**src/rtl/acc_cpu_ctrl_if.sv**
```systemverilog
// RAM-side bus of the accumulator CPU controller.
// The controller drives the address, write enable, write data and the
// Initialize (boot image load) strobe; the RAM returns registered read data.
interface acc_cpu_ctrl_if #(
  parameter int AW = 5,
  parameter int DW = 8
);
  logic          Initialize;
  logic          WE;
  logic [AW-1:0] addr;
  logic [DW-1:0] ram_wdata;
  logic [DW-1:0] ram_rdata;

  modport master (
    output Initialize,
    output WE,
    output addr,
    output ram_wdata,
    input  ram_rdata
  );

  modport slave (
    input  Initialize,
    input  WE,
    input  addr,
    input  ram_wdata,
    output ram_rdata
  );
endinterface

```
**src/rtl/acc_cpu_ctrl.sv**
```systemverilog
// Accumulator-style fetch/execute controller for a 32x8 program/data RAM.
// Instructions: opcode = IR[7:5], operand a = IR[4:0].
//   000 LDA, 001 STA, 010 ADD, 011 SUB, 100 JMP, 101 JZ, 110 JC, 111 HLT.
// RAM outputs are decoded straight from the state register, so a falling
// Reset removes WE in the same cycle and no write can complete.
// Optional build macro SINGLE_STEP_EN: adds input Step; FETCH then waits for
// Step=1 before decoding, so one instruction runs per Step pulse.
module acc_cpu_ctrl #(
  parameter int AW = 5,
  parameter int DW = 8
) (
  input  logic          Clock,
  input  logic          Reset,
  input  logic          Start,
`ifdef SINGLE_STEP_EN
  input  logic          Step,
`endif
  acc_cpu_ctrl_if.master ram,
  output logic [DW-1:0] Acc,
  output logic [AW-1:0] PC,
  output logic          Zflag,
  output logic          Cflag,
  output logic          Halted,
  output logic          Busy
);

  typedef enum logic [2:0] {
    S_IDLE   = 3'd0,
    S_INIT   = 3'd1,
    S_FETCH  = 3'd2,
    S_DECODE = 3'd3,
    S_READ   = 3'd4,
    S_EXEC   = 3'd5,
    S_STORE  = 3'd6,
    S_HALT   = 3'd7
  } state_t;

  typedef enum logic [2:0] {
    OP_LDA = 3'b000,
    OP_STA = 3'b001,
    OP_ADD = 3'b010,
    OP_SUB = 3'b011,
    OP_JMP = 3'b100,
    OP_JZ  = 3'b101,
    OP_JC  = 3'b110,
    OP_HLT = 3'b111
  } opcode_t;

  state_t        state_r, state_s;
  logic [DW-1:0] acc_r, acc_s;
  logic [AW-1:0] pc_r, pc_s;
  logic [DW-1:0] ir_r, ir_s;
  logic          z_r, z_s;
  logic          c_r, c_s;

  logic [AW-1:0] pc_inc_s;
  logic [AW-1:0] operand_s;
  logic [AW-1:0] fetch_target_s;
  opcode_t       fetch_op_s;
  opcode_t       exec_op_s;
  logic [DW:0]   sum_s;
  logic [DW:0]   diff_s;
  logic          step_go_s;

  assign pc_inc_s       = pc_r + {{(AW-1){1'b0}}, 1'b1};
  assign operand_s      = ir_r[AW-1:0];
  assign fetch_target_s = ram.ram_rdata[AW-1:0];
  assign fetch_op_s     = opcode_t'(ram.ram_rdata[DW-1:DW-3]);
  assign exec_op_s      = opcode_t'(ir_r[DW-1:DW-3]);
  // Borrow of the 9-bit difference is exactly the unsigned A < M condition.
  assign sum_s          = {1'b0, acc_r} + {1'b0, ram.ram_rdata};
  assign diff_s         = {1'b0, acc_r} - {1'b0, ram.ram_rdata};

`ifdef SINGLE_STEP_EN
  assign step_go_s = Step;
`else
  assign step_go_s = 1'b1;
`endif

  // State and datapath registers; asynchronous reset aborts any instruction.
  always_ff @(posedge Clock or negedge Reset) begin
    if (!Reset) begin
      state_r <= S_IDLE;
      acc_r   <= '0;
      pc_r    <= '0;
      ir_r    <= '0;
      z_r     <= 1'b0;
      c_r     <= 1'b0;
    end else begin
      state_r <= state_s;
      acc_r   <= acc_s;
      pc_r    <= pc_s;
      ir_r    <= ir_s;
      z_r     <= z_s;
      c_r     <= c_s;
    end
  end

  // Next-state and datapath update logic; everything holds unless a state changes it.
  always_comb begin
    state_s = state_r;
    acc_s   = acc_r;
    pc_s    = pc_r;
    ir_s    = ir_r;
    z_s     = z_r;
    c_s     = c_r;
    case (state_r)
      S_IDLE: begin
        if (Start) begin
          state_s = S_INIT;
        end else begin
          state_s = S_IDLE;
        end
      end
      S_INIT: begin
        pc_s    = '0;
        acc_s   = '0;
        z_s     = 1'b0;
        c_s     = 1'b0;
        state_s = S_FETCH;
      end
      S_FETCH: begin
        if (step_go_s) begin
          state_s = S_DECODE;
        end else begin
          state_s = S_FETCH;
        end
      end
      S_DECODE: begin
        // Opcode comes straight from the RAM data; IR is only loaded this edge.
        ir_s = ram.ram_rdata;
        pc_s = pc_inc_s;
        case (fetch_op_s)
          OP_LDA, OP_ADD, OP_SUB: state_s = S_READ;
          OP_STA:                 state_s = S_STORE;
          OP_JMP: begin
            pc_s    = fetch_target_s;
            state_s = S_FETCH;
          end
          OP_JZ: begin
            if (z_r) begin
              pc_s = fetch_target_s;
            end else begin
              pc_s = pc_inc_s;
            end
            state_s = S_FETCH;
          end
          OP_JC: begin
            if (c_r) begin
              pc_s = fetch_target_s;
            end else begin
              pc_s = pc_inc_s;
            end
            state_s = S_FETCH;
          end
          OP_HLT:  state_s = S_HALT;
          default: state_s = S_IDLE;
        endcase
      end
      S_READ: begin
        state_s = S_EXEC;
      end
      S_EXEC: begin
        case (exec_op_s)
          OP_LDA: begin
            acc_s = ram.ram_rdata;
            z_s   = (ram.ram_rdata == {DW{1'b0}});
            c_s   = 1'b0;
          end
          OP_ADD: begin
            acc_s = sum_s[DW-1:0];
            z_s   = (sum_s[DW-1:0] == {DW{1'b0}});
            c_s   = sum_s[DW];
          end
          OP_SUB: begin
            acc_s = diff_s[DW-1:0];
            z_s   = (diff_s[DW-1:0] == {DW{1'b0}});
            c_s   = diff_s[DW];
          end
          default: begin
            acc_s = acc_r;
          end
        endcase
        state_s = S_FETCH;
      end
      S_STORE: begin
        state_s = S_FETCH;
      end
      S_HALT: begin
        if (Start) begin
          state_s = S_INIT;
        end else begin
          state_s = S_HALT;
        end
      end
      default: begin
        state_s = S_IDLE;
      end
    endcase
  end

  // RAM bus and status decode from the state register.
  always_comb begin
    ram.Initialize = (state_r == S_INIT);
    ram.WE         = (state_r == S_STORE);
    if ((state_r == S_READ) || (state_r == S_STORE)) begin
      ram.addr = operand_s;
    end else begin
      ram.addr = pc_r;
    end
    if (state_r == S_STORE) begin
      ram.ram_wdata = acc_r;
    end else begin
      ram.ram_wdata = '0;
    end
    Halted = (state_r == S_HALT);
    Busy   = (state_r != S_IDLE) && (state_r != S_HALT);
  end

  assign Acc   = acc_r;
  assign PC    = pc_r;
  assign Zflag = z_r;
  assign Cflag = c_r;

endmodule

```
**src/flat_wrapper.sv**
```systemverilog
// flat-port wrapper written by rule: the top's interface ports become plain ports
module acc_cpu_ctrl_flat 
#(
  parameter int AW = 5,
  parameter int DW = 8
)
  (Clock, Reset, Start, Acc, PC, Zflag, Cflag, Halted, Busy, ram_Initialize, ram_WE, ram_addr, ram_ram_wdata, ram_ram_rdata);
  acc_cpu_ctrl_if #(.AW(AW), .DW(DW)) ram_i ();
  input  logic Clock;
  input  logic Reset;
  input  logic Start;
  output logic [DW-1:0] Acc;
  output logic [AW-1:0] PC;
  output logic Zflag;
  output logic Cflag;
  output logic Halted;
  output logic Busy;
  output wire logic [$bits(ram_i.Initialize)-1:0] ram_Initialize;
  output wire logic [$bits(ram_i.WE)-1:0] ram_WE;
  output wire logic [$bits(ram_i.addr)-1:0] ram_addr;
  output wire logic [$bits(ram_i.ram_wdata)-1:0] ram_ram_wdata;
  input wire logic [$bits(ram_i.ram_rdata)-1:0] ram_ram_rdata;
  assign ram_Initialize = ram_i.Initialize;
  assign ram_WE = ram_i.WE;
  assign ram_addr = ram_i.addr;
  assign ram_ram_wdata = ram_i.ram_wdata;
  assign ram_i.ram_rdata = ram_ram_rdata;
  acc_cpu_ctrl #(.AW(AW), .DW(DW)) u_core (.Clock(Clock), .Reset(Reset), .Start(Start), .ram(ram_i), .Acc(Acc), .PC(PC), .Zflag(Zflag), .Cflag(Cflag), .Halted(Halted), .Busy(Busy));
endmodule
```
**config.mk**
```make
export PLATFORM = sky130hd
export DESIGN_NAME = acc_cpu_ctrl_flat
export DESIGN_NICKNAME = d
export VERILOG_FILES = /design/src/rtl/acc_cpu_ctrl_if.sv /design/src/rtl/acc_cpu_ctrl.sv /design/src/flat_wrapper.sv
export SDC_FILE = /design/constraint.sdc
export NUM_CORES = 1
export LEC_CHECK = 0
export ABC_AREA = 1
export BUFFER_PORTS_ARGS = -buffer_cell sky130_fd_sc_hd__buf_4
export CAP_MARGIN = 10
export CORE_UTILIZATION = 57
export CTS_CLUSTER_DIAMETER = 50
export CTS_CLUSTER_SIZE = 20
export DETAILED_ROUTE_END_ITERATION = 16
export GPL_ROUTABILITY_DRIVEN = 1
export PLACE_DENSITY = 0.81
export SLEW_MARGIN = 20
export SYNTH_ARGS = -nofsm -noshare
export SYNTH_HDL_FRONTEND = slang
export SYNTH_SLANG_ARGS = --single-unit
```
**constraint.sdc**
```tcl
create_clock -name Clock -period 2.4 [get_ports Clock]
set_input_delay 0.36 -clock Clock [delete_from_list [all_inputs] [get_ports Clock]]
set_output_delay 0.36 -clock Clock [all_outputs]
set_load 0.05 [all_outputs]
```
## Yosys cells after proc, flatten, opt, wreduce, memory -nomap -nowiden

Index checks and enable logic that the tools add are counted.

- Register bits: 26
- Latch bits: 0
- Bits in writable memories: 0
- ROM bits: 0
- Output and inout bits: 32
- Logic and storage cells: 58
- Memories kept: 0

- Add/sub/neg operators: 3
- Multipliers: 0
- Divide/modulo/power cells: 0
- Magnitude comparators: 0
- Eq/ne operators: 18
- Shift-type cells: 0
- Muxes and demuxes: 16
- Bitwise operators: 0
- Reduce and logical (&&, ||, !) cells: 15

Operators with widths:

| cell | count |
|---|---|
| == test 3 bit, second input constant | 8 |
| zero test 8 bit | 3 |
| one-hot mux 8 bit (3 select lines) | 1 |
| == test 3 x 2 -> 1 bit, second input constant | 6 |
| one-hot mux 3 bit (6 select lines) | 1 |
| one-hot mux 8 bit (2 select lines) | 1 |
| 2-to-1 mux 5 bit | 3 |
| one-hot mux 5 bit (3 select lines) | 1 |
| one-hot mux 3 bit (4 select lines) | 1 |
| one-hot mux 5 bit (2 select lines) | 1 |
| adder 8 x 8 -> 9 bit | 1 |
| zero test 3 bit | 3 |
| OR reduction 3 bit | 3 |
| subtractor 8 x 8 -> 9 bit | 1 |
| 2-to-1 mux 8 bit | 1 |
| == test 3 x 1 -> 1 bit, second input constant | 2 |
| one-hot mux 1 bit (3 select lines) | 2 |
| adder 5 x 1 -> 5 bit, second input constant | 1 |
| inequality test 4 x 1 -> 1 bit, second input constant | 1 |
| one-hot mux 1 bit (2 select lines) | 2 |
| nonzero test 2 bit | 2 |
| 2-to-1 mux 3 bit | 1 |
| inequality test 3 bit, second input constant | 1 |
| nonzero test 3 bit | 1 |
| other kinds (4) | 4 |

## Longest topological paths before layout

- Depth after elaboration: 4
- Gate-level depth with buffers: 16

## Worst setup path before layout

No wires, ideal clock.

- Kind: flip-flop to output port
- From: register u_core.state_r[0]
- To: output ram_addr[0]
- Arrival time: 2.454 ns
- Path slack: -0.414 ns
- Stages on the path, launching flop included: 8
- Path buffers: 0
- Path through: dfrtp_1 -> inv_1 -> nand2_1 -> nor2_1 -> inv_2 -> nand2_1 -> nor2_1 -> a21oi_1

- Cells in the longest elaborated chain, start to end: 3
- Elaborated cells on any way between the ends: 4
- Those cells by class: 2 x eq/ne; 1 x mux; 1 x reduce/logical

Ends and longest elaborated chain:

| item | line | text |
|---|---|---|
| from (decl) | acc_cpu_ctrl.sv:49 | `state_t state_r, state_s;` |
| from (signal assigned) | acc_cpu_ctrl.sv:90 | `state_r <= state_s;` |
| == test 3 bit | n/a |  |
| named net ram_WE | flat_wrapper.sv:19 | `output wire logic [$bits(ram_i.WE)-1:0] ram_WE;` |
| logical OR 1 bit | acc_cpu_ctrl.sv:206 | `if ((state_r == S_READ) \|\| (state_r == S_STORE)) begin` |
| 2-to-1 mux 5 bit | acc_cpu_ctrl.sv:206 |  |
| to (decl) | flat_wrapper.sv:20 | `output wire logic [$bits(ram_i.addr)-1:0] ram_addr;` |

The timed path passes the listed nets, and every way through them passes these cells.

## Worst setup path after layout

- From: register u_core.state_r[2]
- To: output ram_addr[4]

- Cells in the longest elaborated chain, start to end: 3
- Elaborated cells on any way between the ends: 4
- Those cells by class: 2 x eq/ne; 1 x mux; 1 x reduce/logical

Ends and longest elaborated chain:

| item | line |
|---|---|
| == test 3 bit | acc_cpu_ctrl.sv:206 |
| logical OR 1 bit * | acc_cpu_ctrl.sv:206 |
| 2-to-1 mux 5 bit * | acc_cpu_ctrl.sv:206 |

Mark *: on every way between the ends. The rest lies on a longest branch, timed or not.

==> out/qor.json <==
{
  "timing": {
    "setup-tns-final_ps": 0,
    "timing.final.setup_violations": 0,
    "period_needed_ps": 2150,
    "rsz0062_at_grt": "no",
    "achievable-frequency_mhz": 464,
    "finalMaxSlewViolations": 0,
    "max_slew.worst_pin.slew_ps": 463,
    "final.hold.worst_slack_ps": 341,
    "timing.max_slew.rel_slack_pct": 69.1,
    "finalHoldViolCount": 0,
    "finalClockSkew_ps": 21.9,
    "min_period_over_period_pct": 89.7
  },
  "yosys": {
    "synth-warning-count": 0,
    "ys_ff_latch": 26,
    "synth.net_count": 392,
    "syn-instance-count": 361,
    "postSynth.topFlopCell": "dfrtp_1",
    "count_of_flip_flops_with_a_built_in_enable_after_synthesis": 0,
    "synth.cell_area_sq_mm": 0.00239,
    "synth_sequential_area_ratio_pct": 27.2,
    "postSynthAreaPerCell_sq_um": 6.63,
    "synth-async-reset-ratio_pct": 100,
    "yosysUniqueCellTypes": 35
  },
  "critical_path": {
    "worstPathCellList": "inv_2, nor2_2, inv_2, nand2_1, o21ai_0, buf_4",
    "critical-path-max-stage-delay_ps": 430,
    "crit_path_end": "ram_addr[4]",
    "endpoint_kind": "primary output",
    "worst_r2r_endpoint": "u_core.Zflag",
    "reg2reg_slack_ps": 400,
    "timing.setup.critical_path_class": "flip-flop to primary output",
    "worst_ep_arrival_time_ps": 1790,
    "ff2ff_path_depth": 12,
    "worstReg2RegStart": "u_core.Acc[0]",
    "cp.required_ps": 2040,
    "crit_fanout": 10,
    "critical_path.startpoint_type": "flip-flop",
    "worst_path_most_repeated_cell": "inv_2",
    "first_element_of_the_critical_path": "u_core.state_r[2]",
    "cp_slowest_cell": "dfrtp_1"
  },
  "clock_tree": {
    "ctsRootBufferMaster": "clkbuf_8",
    "cts.path.max_buffers": 2,
    "tritoncts_clock_tree": "yes",
    "cts-htree-levels": 1,
    "clock_latency_ps": 280,
    "cts.clk_slew.worst_paths_ps": 110,
    "cts-buffers-inserted": 3,
    "postCtsResizedCells": 0,
    "cts-hold-fix-buffers": 1,
    "number_of_clock_sinks": 26,
    "postCtsSetupRepairBufs": 0
  },
  "run": {
    "maxCapViolations": 0
  },
  "finish": {
    "share_of_post_route_cells_with_drive_strength_above_1_pct": 17.8,
    "layout_commonest_cell": "nand2_1",
    "mostFrequentLayoutCells": "nand2_1 (110), inv_1 (53), buf_4 (43)",
    "finalNetCount": 436,
    "area_added_between_synthesis_and_finish_pct": 18.1,
    "final_antenna_diode_count": 0,
    "postLayoutCoreUtil_pct": 70.2
  },
  "detailed_routing": {
    "wl_per_cell_um": 13.8,
    "drt_first_pass_iters": 5,
    "ant_nets": 0,
    "detail_route.wirelength_mm": 6.28,
    "drc": 0,
    "via_per_inst": 5.53,
    "vias": 2512,
    "drt_iter0_markers": 183
  },
  "grt": {
    "grt_max_degree": 27,
    "number_of_antenna_violations_at_the_first_check_in_global_routing": 0,
    "grt.total_usage_pct": 30.4,
    "grt_pass1_wl_mm": 10.2,
    "grt-ovfl-total": 0,
    "grt_pass1_vias": 2272
  },
  "floorplanning": {
    "die-height_um": 66.8,
    "coreArea_sq_mm": 0.00403,
    "floorplan.die.width_um": 66.8,
    "initial_cell_density_of_the_core_pct": 59.4,
    "die_area_sq_mm": 0.00446,
    "pin_count": 43,
    "floorplan.rows": 23
  },
  "power_and_ir_drop": {
    "power.density_mw_per_mm2": 1490,
    "power_switching_share_pct": 57.9,
    "cell_internal_pwr_mw": 1.77,
    "switching_power_mw": 2.43,
    "relative_contribution_of_sequential_cells_to_total_power_pct": 19.8,
    "vdd.ir_drop.worst_mv": 0.672,
    "static-leakage-power_nw": 1.52,
    "power_frac_clock_pct": 9.0,
    "totalPowerFinal_mw": 4.20,
    "power.combinational.fraction_pct": 71.3
  },
  "placement": {
    "place.port_buffers": 42,
    "hpwl_mm": 4.95,
    "gp_congestion": 1.03
  },
  "run_status": {
    "status": "finished clean"
  },
  "worst_hold_path": {
    "hp-class": "input pin to flip-flop",
    "hold_depth": 3
  }
}
[worst min-delay path by stage]
stage	start	end	slack [ps]
2_1_floorplan	Reset	u_core.Acc[0]	60
5_1_grt	ram_ram_rdata[5]	u_core.ir_r[5]	350
6_report	ram_ram_rdata[0]	u_core.ir_r[0]	340
3_3_place_gp	Reset	u_core.Acc[1]	290
3_5_place_dp	Reset	u_core.Acc[1]	290
4_1_cts	Start	u_core.state_r[0]	340
[cells by family (layout without fill, tap and decap cells)]
| logic type | Yosys count | in the layout | synth area share (%) |
|---|---|---|---|
| flops | 26 | 26 | 27.2 |
| compound gates | 59 | 59 | 14.4 |
| xor+xnor | 5 | 5 | 1.83 |
| fa+ha+maj | 20 | 20 | 11.1 |
| simple gates | 184 | 184 | 34.0 |
| buf+inv | 67 | 110 | 11.6 |
[per-stage QoR]
step           cell area, sq um  setup slack, ps  instances
6_report                   2830              247        454
5_1_grt                    2830             86.4        454
4_1_cts                    2830              239        454
3_5_place_dp               2750              365        449
3_3_place_gp               2750              408        449
2_1_floorplan              2400            -41.5        361
[routing by layer]
layer / wire length [um] / track usage (%)
met5: 0 / 0
met4: 90 / 7.98
met3: 459 / 3.94
met2: 2910 / 51.3
met1: 2820 / 40.5
[worst max-delay path, delay by kind of cell, from the launching register on]
kind	cells	cell delay [ps]
buffers and inverters	3	510
flip-flops	1	430
AND/OR/NAND/NOR	2	300
AO/OA/AOI/OAI	1	250
[power groups by stage]
| stage | Sequential (mW) | Combinational, mW | Clock (mW) |
|---|---|---|---|
| global placement | 0.826 | 2.92 | 0 |
| global route | 0.858 | 3.30 | 0.391 |
| floorplan | 1.17 | 1.90 | 0 |
| CTS | 0.826 | 2.98 | 0.374 |
| finish | 0.830 | 2.99 | 0.377 |
| detailed placement | 0.833 | 2.96 | 0 |
[cell type report]
type	instances	area, sq um
Timing Repair Buffer	44	333
Inverter	62	238
Tap cell	50	62.6
Fill cell	371	1200
Clock inverter	1	30.0
Sequential cell	26	651
Multi-Input combinational cell	268	1470
Clock buffer	3	41.3
[synth_stat cells (2+ instances only)]
library cell    n  area, sq um
nand2_2         5         31.3
nor2_2          2         12.5
o211ai_1        4         30.0
ha_1           18          225
inv_1          53          199
nor3_1          2         10.0
o22ai_1         4         25.0
o21ai_1         6         30.0
fa_1            2         40.0
a21oi_1        13         65.1
nand3_1        22          110
nand2_1       110          413
xnor2_1         2         17.5
xor2_1          3         26.3
o2111ai_1       2         17.5
nand3_2         2         20.0
nand4_1         5         31.3
dfrtp_1        26          651
o221ai_1        3         26.3
nor2_1         30          113
o21ai_0        25          125
inv_2           8         30.0
buf_6           2         22.5
[registers in the layout (all words and copies together) (netlist names)]
register / flops
u_core.Cflag: 1
u_core.ir_r: 8
u_core.state_r: 3
u_core.Acc: 8
u_core.Zflag: 1
u_core.PC: 5
Power figures use the tool's default switching activity.
